==> src/rtl/ryu_motion_ctrl.sv <==
// ryu_motion_ctrl: frame-paced walk and punch sequencer for the Ryu sprite
module ryu_motion_ctrl #(
   parameter logic [9:0] START_X    = 10'd100,
   parameter logic [9:0] Y_GROUND   = 10'd300,
   parameter logic [9:0] X_MAX      = 10'd456,
   parameter logic [9:0] STEP       = 10'd4,
   parameter logic [3:0] T_STARTUP  = 4'd3,
   parameter logic [3:0] T_ACTIVE   = 4'd4,
   parameter logic [3:0] T_RECOVERY = 4'd6
) (
   input  logic       vga_clk,
   input  logic       reset_n,
   input  logic       frame_tick,
   input  logic       key_left,
   input  logic       key_right,
   input  logic       key_punch,
   output logic [9:0] RyuX,
   output logic [9:0] RyuY,
   output logic       punch_on,
   output logic       hit_active,
   output logic [1:0] anim_state
);
   typedef enum logic [1:0] {IDLE = 2'b00, STARTUP = 2'b01, ACTIVE = 2'b10, RECOVERY = 2'b11} state_t;
   state_t state;
   logic [3:0] cnt;
   logic key_prev, armed, punch_req, edge_det, req;
   logic [10:0] x_right;
   logic [9:0] x_walk;
   // armed stays low until key_punch is seen released, so a key held through reset is ignored
   assign edge_det = key_punch & ~key_prev & armed;
   assign req      = punch_req | edge_det;
   assign x_right  = {1'b0, RyuX} + {1'b0, STEP};
   assign RyuY       = Y_GROUND;
   assign anim_state = state;
   always_comb
      x_walk = (key_left && !key_right) ? ((RyuX < STEP) ? 10'd0 : RyuX - STEP) :
               (key_right && !key_left) ? ((x_right > {1'b0, X_MAX}) ? X_MAX : x_right[9:0]) :
               RyuX;
   always_ff @(posedge vga_clk or negedge reset_n)
      if (!reset_n) begin
         state      <= IDLE;
         cnt        <= 4'd0;
         key_prev   <= 1'b0;
         armed      <= 1'b0;
         punch_req  <= 1'b0;
         RyuX       <= START_X;
         punch_on   <= 1'b0;
         hit_active <= 1'b0;
      end else begin
         key_prev <= key_punch;
         armed    <= armed | ~key_punch;
         if (!frame_tick)
            punch_req <= req;
         else begin
            punch_req <= 1'b0;
            case (state)
               IDLE:
                  if (req) begin
                     state    <= STARTUP;
                     cnt      <= T_STARTUP - 4'd1;
                     punch_on <= 1'b1;
                  end else
                     RyuX <= x_walk;
               STARTUP:
                  if (cnt != 4'd0)
                     cnt <= cnt - 4'd1;
                  else begin
                     state      <= ACTIVE;
                     cnt        <= T_ACTIVE - 4'd1;
                     hit_active <= 1'b1;
                  end
               ACTIVE:
                  if (cnt != 4'd0)
                     cnt <= cnt - 4'd1;
                  else begin
                     state      <= RECOVERY;
                     cnt        <= T_RECOVERY - 4'd1;
                     hit_active <= 1'b0;
                  end
               RECOVERY:
                  if (cnt != 4'd0) begin
                     cnt       <= cnt - 4'd1;
                     punch_req <= req;
                  end else if (req) begin
                     state <= STARTUP;
                     cnt   <= T_STARTUP - 4'd1;
                  end else begin
                     state    <= IDLE;
                     punch_on <= 1'b0;
                  end
               default: state <= IDLE;
            endcase
         end
      end
endmodule

==> config.mk <==
export PLATFORM = sky130hd
export DESIGN_NAME = ryu_motion_ctrl
export DESIGN_NICKNAME = d
export VERILOG_FILES = /design/src/rtl/ryu_motion_ctrl.sv
export SDC_FILE = /design/constraint.sdc
export NUM_CORES = 1
export LEC_CHECK = 0
export ABC_AREA = 0
export BUFFER_PORTS_ARGS = -buffer_cell sky130_fd_sc_hd__buf_2
export CAP_MARGIN = 10
export CELL_PAD_IN_SITES_DETAIL_PLACEMENT = 2
export CELL_PAD_IN_SITES_GLOBAL_PLACEMENT = 2
export CORE_ASPECT_RATIO = 1.5
export CORE_UTILIZATION = 33
export DETAILED_ROUTE_END_ITERATION = 7
export PLACE_DENSITY_LB_ADDON = 0.1
export SLEW_MARGIN = 15
export SYNTH_ARGS = -nofsm -noshare
export SYNTH_HDL_FRONTEND = slang
export SYNTH_SLANG_ARGS = --single-unit
==> constraint.sdc <==
create_clock -name vga_clk -period 2.4 [get_ports vga_clk]
set_input_delay 0.12 -clock vga_clk [delete_from_list [all_inputs] [get_ports vga_clk]]
set_output_delay 0.12 -clock vga_clk [all_outputs]
set_load 0.01 [all_outputs]
; Word-level counts from Yosys, hierarchy flattened
; Index checks and enable logic that the tools add are counted.
[totals]
word_cells = 66
reg_bits = 21
[op_classes]
eq_ne = 8
muxes = 25
magnitude_cmp = 2
addsub = 3
n_reduce_logical = 13
bitwise_logic = 7
[op_table]
columns = operator, n
row1 = $mux W10, 4
row2 = $mux W4, 4
row3 = $pmux W4 S4, 1
row4 = $add A10 B3 Y11 const B, 1
row5 = $gt A11 B9 Y1 const B, 1
row6 = $lt A10 B3 Y1 const B, 1
row7 = $ne A2 B2 Y1 const B, 5
row8 = $reduce_and A5 Y1, 2
row9 = $sub A10 B3 Y10 const B, 1
row10 = $mux W1, 9
row11 = $mux W2, 4
row12 = $pmux W2 S4, 1
row13 = $reduce_and A4 Y1, 2
row14 = $reduce_bool A2 Y1, 3
row15 = $eq A2 B2 Y1 const B, 2
row16 = $pmux W1 S2, 2
row17 = $reduce_bool A4 Y1, 1
row18 = $sub A4 B1 Y4 const B, 1
row19 = $not A1 Y1, 3
row20 = $and A1 B1 Y1, 2
row21 = $eq A2 B1 Y1 const B, 1
row22 = $logic_and A1 B1 Y1, 2
row23 = $logic_not A1 Y1, 2
row24 = $logic_not A2 Y1, 1
row25 = $or A1 B1 Y1, 2

; Depth between registers and ports, before layout
[depth]
ltp_word = 7
mapped_depth = 8

; Worst setup path after synthesis
; OpenSTA, ideal clock, no wires.
[synth_timing]
path_type = flip-flop to flip-flop
start = reg RyuX[2]
end = reg RyuX[5]
n_path_buf = 1
required_ns = 2.304
slack_ns = 0.175
arrival_time_ns = 2.129
setup_ns = 0.096
stages_incl_launch_ff = 9
path_cell_list = dfstp_2 -> buf_2 -> inv_1 -> ha_1 -> or4_1 -> o31ai_1 -> a21oi_1 -> or2_0 -> o32ai_1
[synth_via]
elab_chain_cells = 5
elab_cells_between_ends = 8
cone_classes = add/sub: 2 / order compare: 2 / mux: 4
[synth_rtl]
columns = element, line_no
row1 = "start, declared", 17  ; output logic [9:0] RyuX,
row2 = "start signal, assigned", 63  ; RyuX <= x_walk;
row3 = $add A10 B3 Y11, 32  ; assign x_right = {1'b0, RyuX} + {1'b0, STEP};
row4 = $gt A11 B9 Y1, 37  ; (key_right && !key_left) ? ((x_right > {1'b0, X_MAX}) ? X_MAX : x_right[9:0]) :
row5 = $mux W10 (2 in series), 37
row6 = $mux W10 (*), 36  ; x_walk = (key_left && !key_right) ? ((RyuX < STEP) ? 10'd0 : RyuX - STEP) :
; Every way passes the cells marked *; elsewhere a longest branch is shown, timed or not. The select of a mux whose other input is x is not followed.
; A chain may end at the register's enable or synchronous reset.

; Final worst setup path
; Ends and elaborated chain as after synthesis.

==> qor.yml <==
run_status:
  status: "complete, no violations"
critical_path:
  r2r_cells: 7
  required_ns: 2.58
  crit_cells: 7
  crit_chain: "inv_1 > ha_1 > or4_1 > o31ai_1 > a21oi_1 > or2_0 > o32ai_2"
  reg2reg_from: "RyuX[2]"
  max_stage_delay_ns: 0.61
  crit_buf_inv: 1
  cp_max_fo: 8
  r2r_end: "RyuX[5]"
  slowest_stage: "dfstp_2"
  rrSetupSlack_ns: 0.16
  cp_top_family: "simple AND/OR/NAND/NOR gates"
  cp.arrival_ns: 2.42
  critPathKind: "reg -> reg"
  end_kind: "flop"
  cp-start-kind: "flop"
placement:
  portBuffers: 17
  placed_area_um2: 1770
  pre_cts_ws_ns: 0.119
  dp_hpwl_um: 4120
  globalplace.congestion: 0.799
floorplanning:
  io_pins: 30
  core.rowCount: 31
  core-area_um2: 4810
  dieWidth_um: 59.5
  die_h_um: 88.3
  initial_utilization: 0.341
  die_area_um2: 5260
min_path:
  whs_path_depth: 2
  hold-path-endpoint: "punch_req"
  min_path_type: "in -> reg"
  hold_start: "frame_tick"
yosys:
  synthFlopType: "dfrtp_1"
  synth_area_um2: 1640
  async_flop_share: 1.00
  synth_area_per_cell_um2: 8.24
  synthDominantCellAreaShare: 0.244
  yosysWarnings: 0
  ys_top_cells_by_count: "17 x nand2_1, 16 x dfrtp_1, 13 x a21oi_1, 13 x buf_4, 13 x o21ai_0"
  yosys.area.top_type: "dfrtp_1"
  yosys.cell_count.top_type: "nand2_1"
  postSynthCellCount: 199
  synth_edf_count: 0
  ys_seq_elements: 19
  ys_seq_area_frac: 0.292
  yosysUniqueCellTypes: 54
  synth_area_leaders: "dfrtp_1 24%, ha_1 6.9%, buf_4 6.0%"
power:
  p_comb_frac: 0.571
  power_density_nw_per_um2: 1140
  p_seq_frac: 0.318
  p_leak_uw: 0.000757
  ir_drop_v: 0.000460
  pwr-share-clk: 0.111
  p_sw_frac: 0.490
  switchingPower_uw: 1030
  intPower_uw: 1070
final_layout:
  multi_input_area_um2: 1010
  drive_gt1_frac: 0.174
  nNetsFinal: 234
  antennaDiodeCount: 0
  final_area_um2: 1840
  syn_to_final_growth_pct: 12.2
  seq_area_um2: 479
  fillCellCount: 595
routing:
  final_antenna_net_count: 0
  vias_per_cell: 5.58
  drt_iter0_markers: 51
  first_pass_iters: 4
  wl_per_cell_um: 18.7
  route.detailed.drc: 0
  routed_wl_um: 5300
  num_vias: 1584
timing:
  worst_hold_slack_ns: 0.176
  rsz0062_at_grt: "no"
  max_freq_mhz: 446
  drv_slew: 0
  fin_crit_sh: 0.935
  hold_viol: 0
  setup_viol: 0
  setup_tns_ns: 0
  fin_worst_skew_ns: 0.0154
  fin_crit_ns: 2.24
  fin_ws_ns: 0.157
clock_tree:
  h-tree-depth: 1
  ctsRootBufferMaster: "clkbuf_8"
  post-cts-setup-buffer-count: 0
  cts_tree: "yes"
  clk_pin_slew_ns: 0.09
  cts_buffer_depth: 2
  numCtsBuffers: 3
  numClockSinks: 19
  clk_latency_ns: 0.27
grt:
  grt_max_degree: 20
  antenna_found_initial: 0
  grtUsageTotal: 0.220
  grt_overflow: 0
  grt_pass1_vias: 1682
  grt_pass1_wl_um: 8540
job:
  max_cap_violations: 0
[power by group through the flow]
stage | registers (uW) | clock network [uW] | logic (uW)
2_1_floorplan | 620 | 0 | 804
3_3_place_gp | 657 | 0 | 1140
3_5_place_dp | 679 | 0 | 1190
4_1_cts | 673 | 243 | 1200
5_1_grt | 706 | 254 | 1330
6_report | 669 | 235 | 1200
[area by class of cell]
class	instances	area share
Multi-Input combinational cell	155	0.549
Sequential cell	19	0.261
Timing Repair Buffer	29	0.0980
Tap cell	66	0.0449
Clock buffer	3	0.0224
Inverter	11	0.0224
Clock inverter	1	0.00272
[state kept, by name, indices dropped and copies added (netlist names)]
register,flops
anim_state,2
punch_req,1
hit_active,1
armed,1
key_prev,1
punch_on,1
cnt,4
RyuX,8
[cells by family after synthesis]
| family | share of synthesized area |
|---|---|
| and+or+nand+nor | 0.247 |
| AOI/OAI and AO/OA | 0.250 |
| buffers and inverters | 0.119 |
| DFF | 0.292 |
| adders and majority gates | 0.0687 |
| other | 0.00458 |
| muxes | 0.0130 |
| xor gates and xnor gates | 0.00534 |
[cells in the final DEF (no fill, tap or decap), drive strengths merged, types with 3 or more instances in the layout]
cell type,n
nand4,5
or3,4
or4,4
buf,27
o21ai,17
o22ai,3
nand2,17
dfstp,3
o31ai,6
ha,9
dfrtp,16
a21oi,13
nor3,7
clkbuf,3
nor2,10
a31oi,3
inv,11
conb,12
[per-layer routing]
layer  vias up  global-route usage  wire, um
li1        750                   -         -
met1       813               0.223      2010
met2        15               0.445      3140
met3         6              0.0190        56
met4         0              0.0846        90
met5         -                   0         0
[through the flow]
stage,cells,util,power (uW)
global route,284,0.382,2290
floorplan,209,-,1420
CTS,284,0.381,2120
detailed placement,278,0.367,1870
finish,284,0.382,2100
global placement,278,0.367,1790
[worst max-delay path by stage]
stage,start,slack [ns],endpoint
final,RyuX[2],0.16,RyuX[5]
after global routing,RyuX[2],0.04,RyuX[5]
after CTS,RyuX[2],0.10,RyuX[5]
after detailed placement,RyuX[2],0.12,RyuX[5]
after global placement,RyuX[2],0.26,RyuX[5]
after floorplan,RyuX[2],0.18,RyuX[5]
[what timing repair did]
item | 4_1_cts | 5_1_grt
hold endpoints to repair | 17 | 0
setup endpoints to repair | 0 | 1
resized for setup | 0 | 1
hold buffers | 2 | 0
No activity file was read; power rests on OpenSTA's default activity.
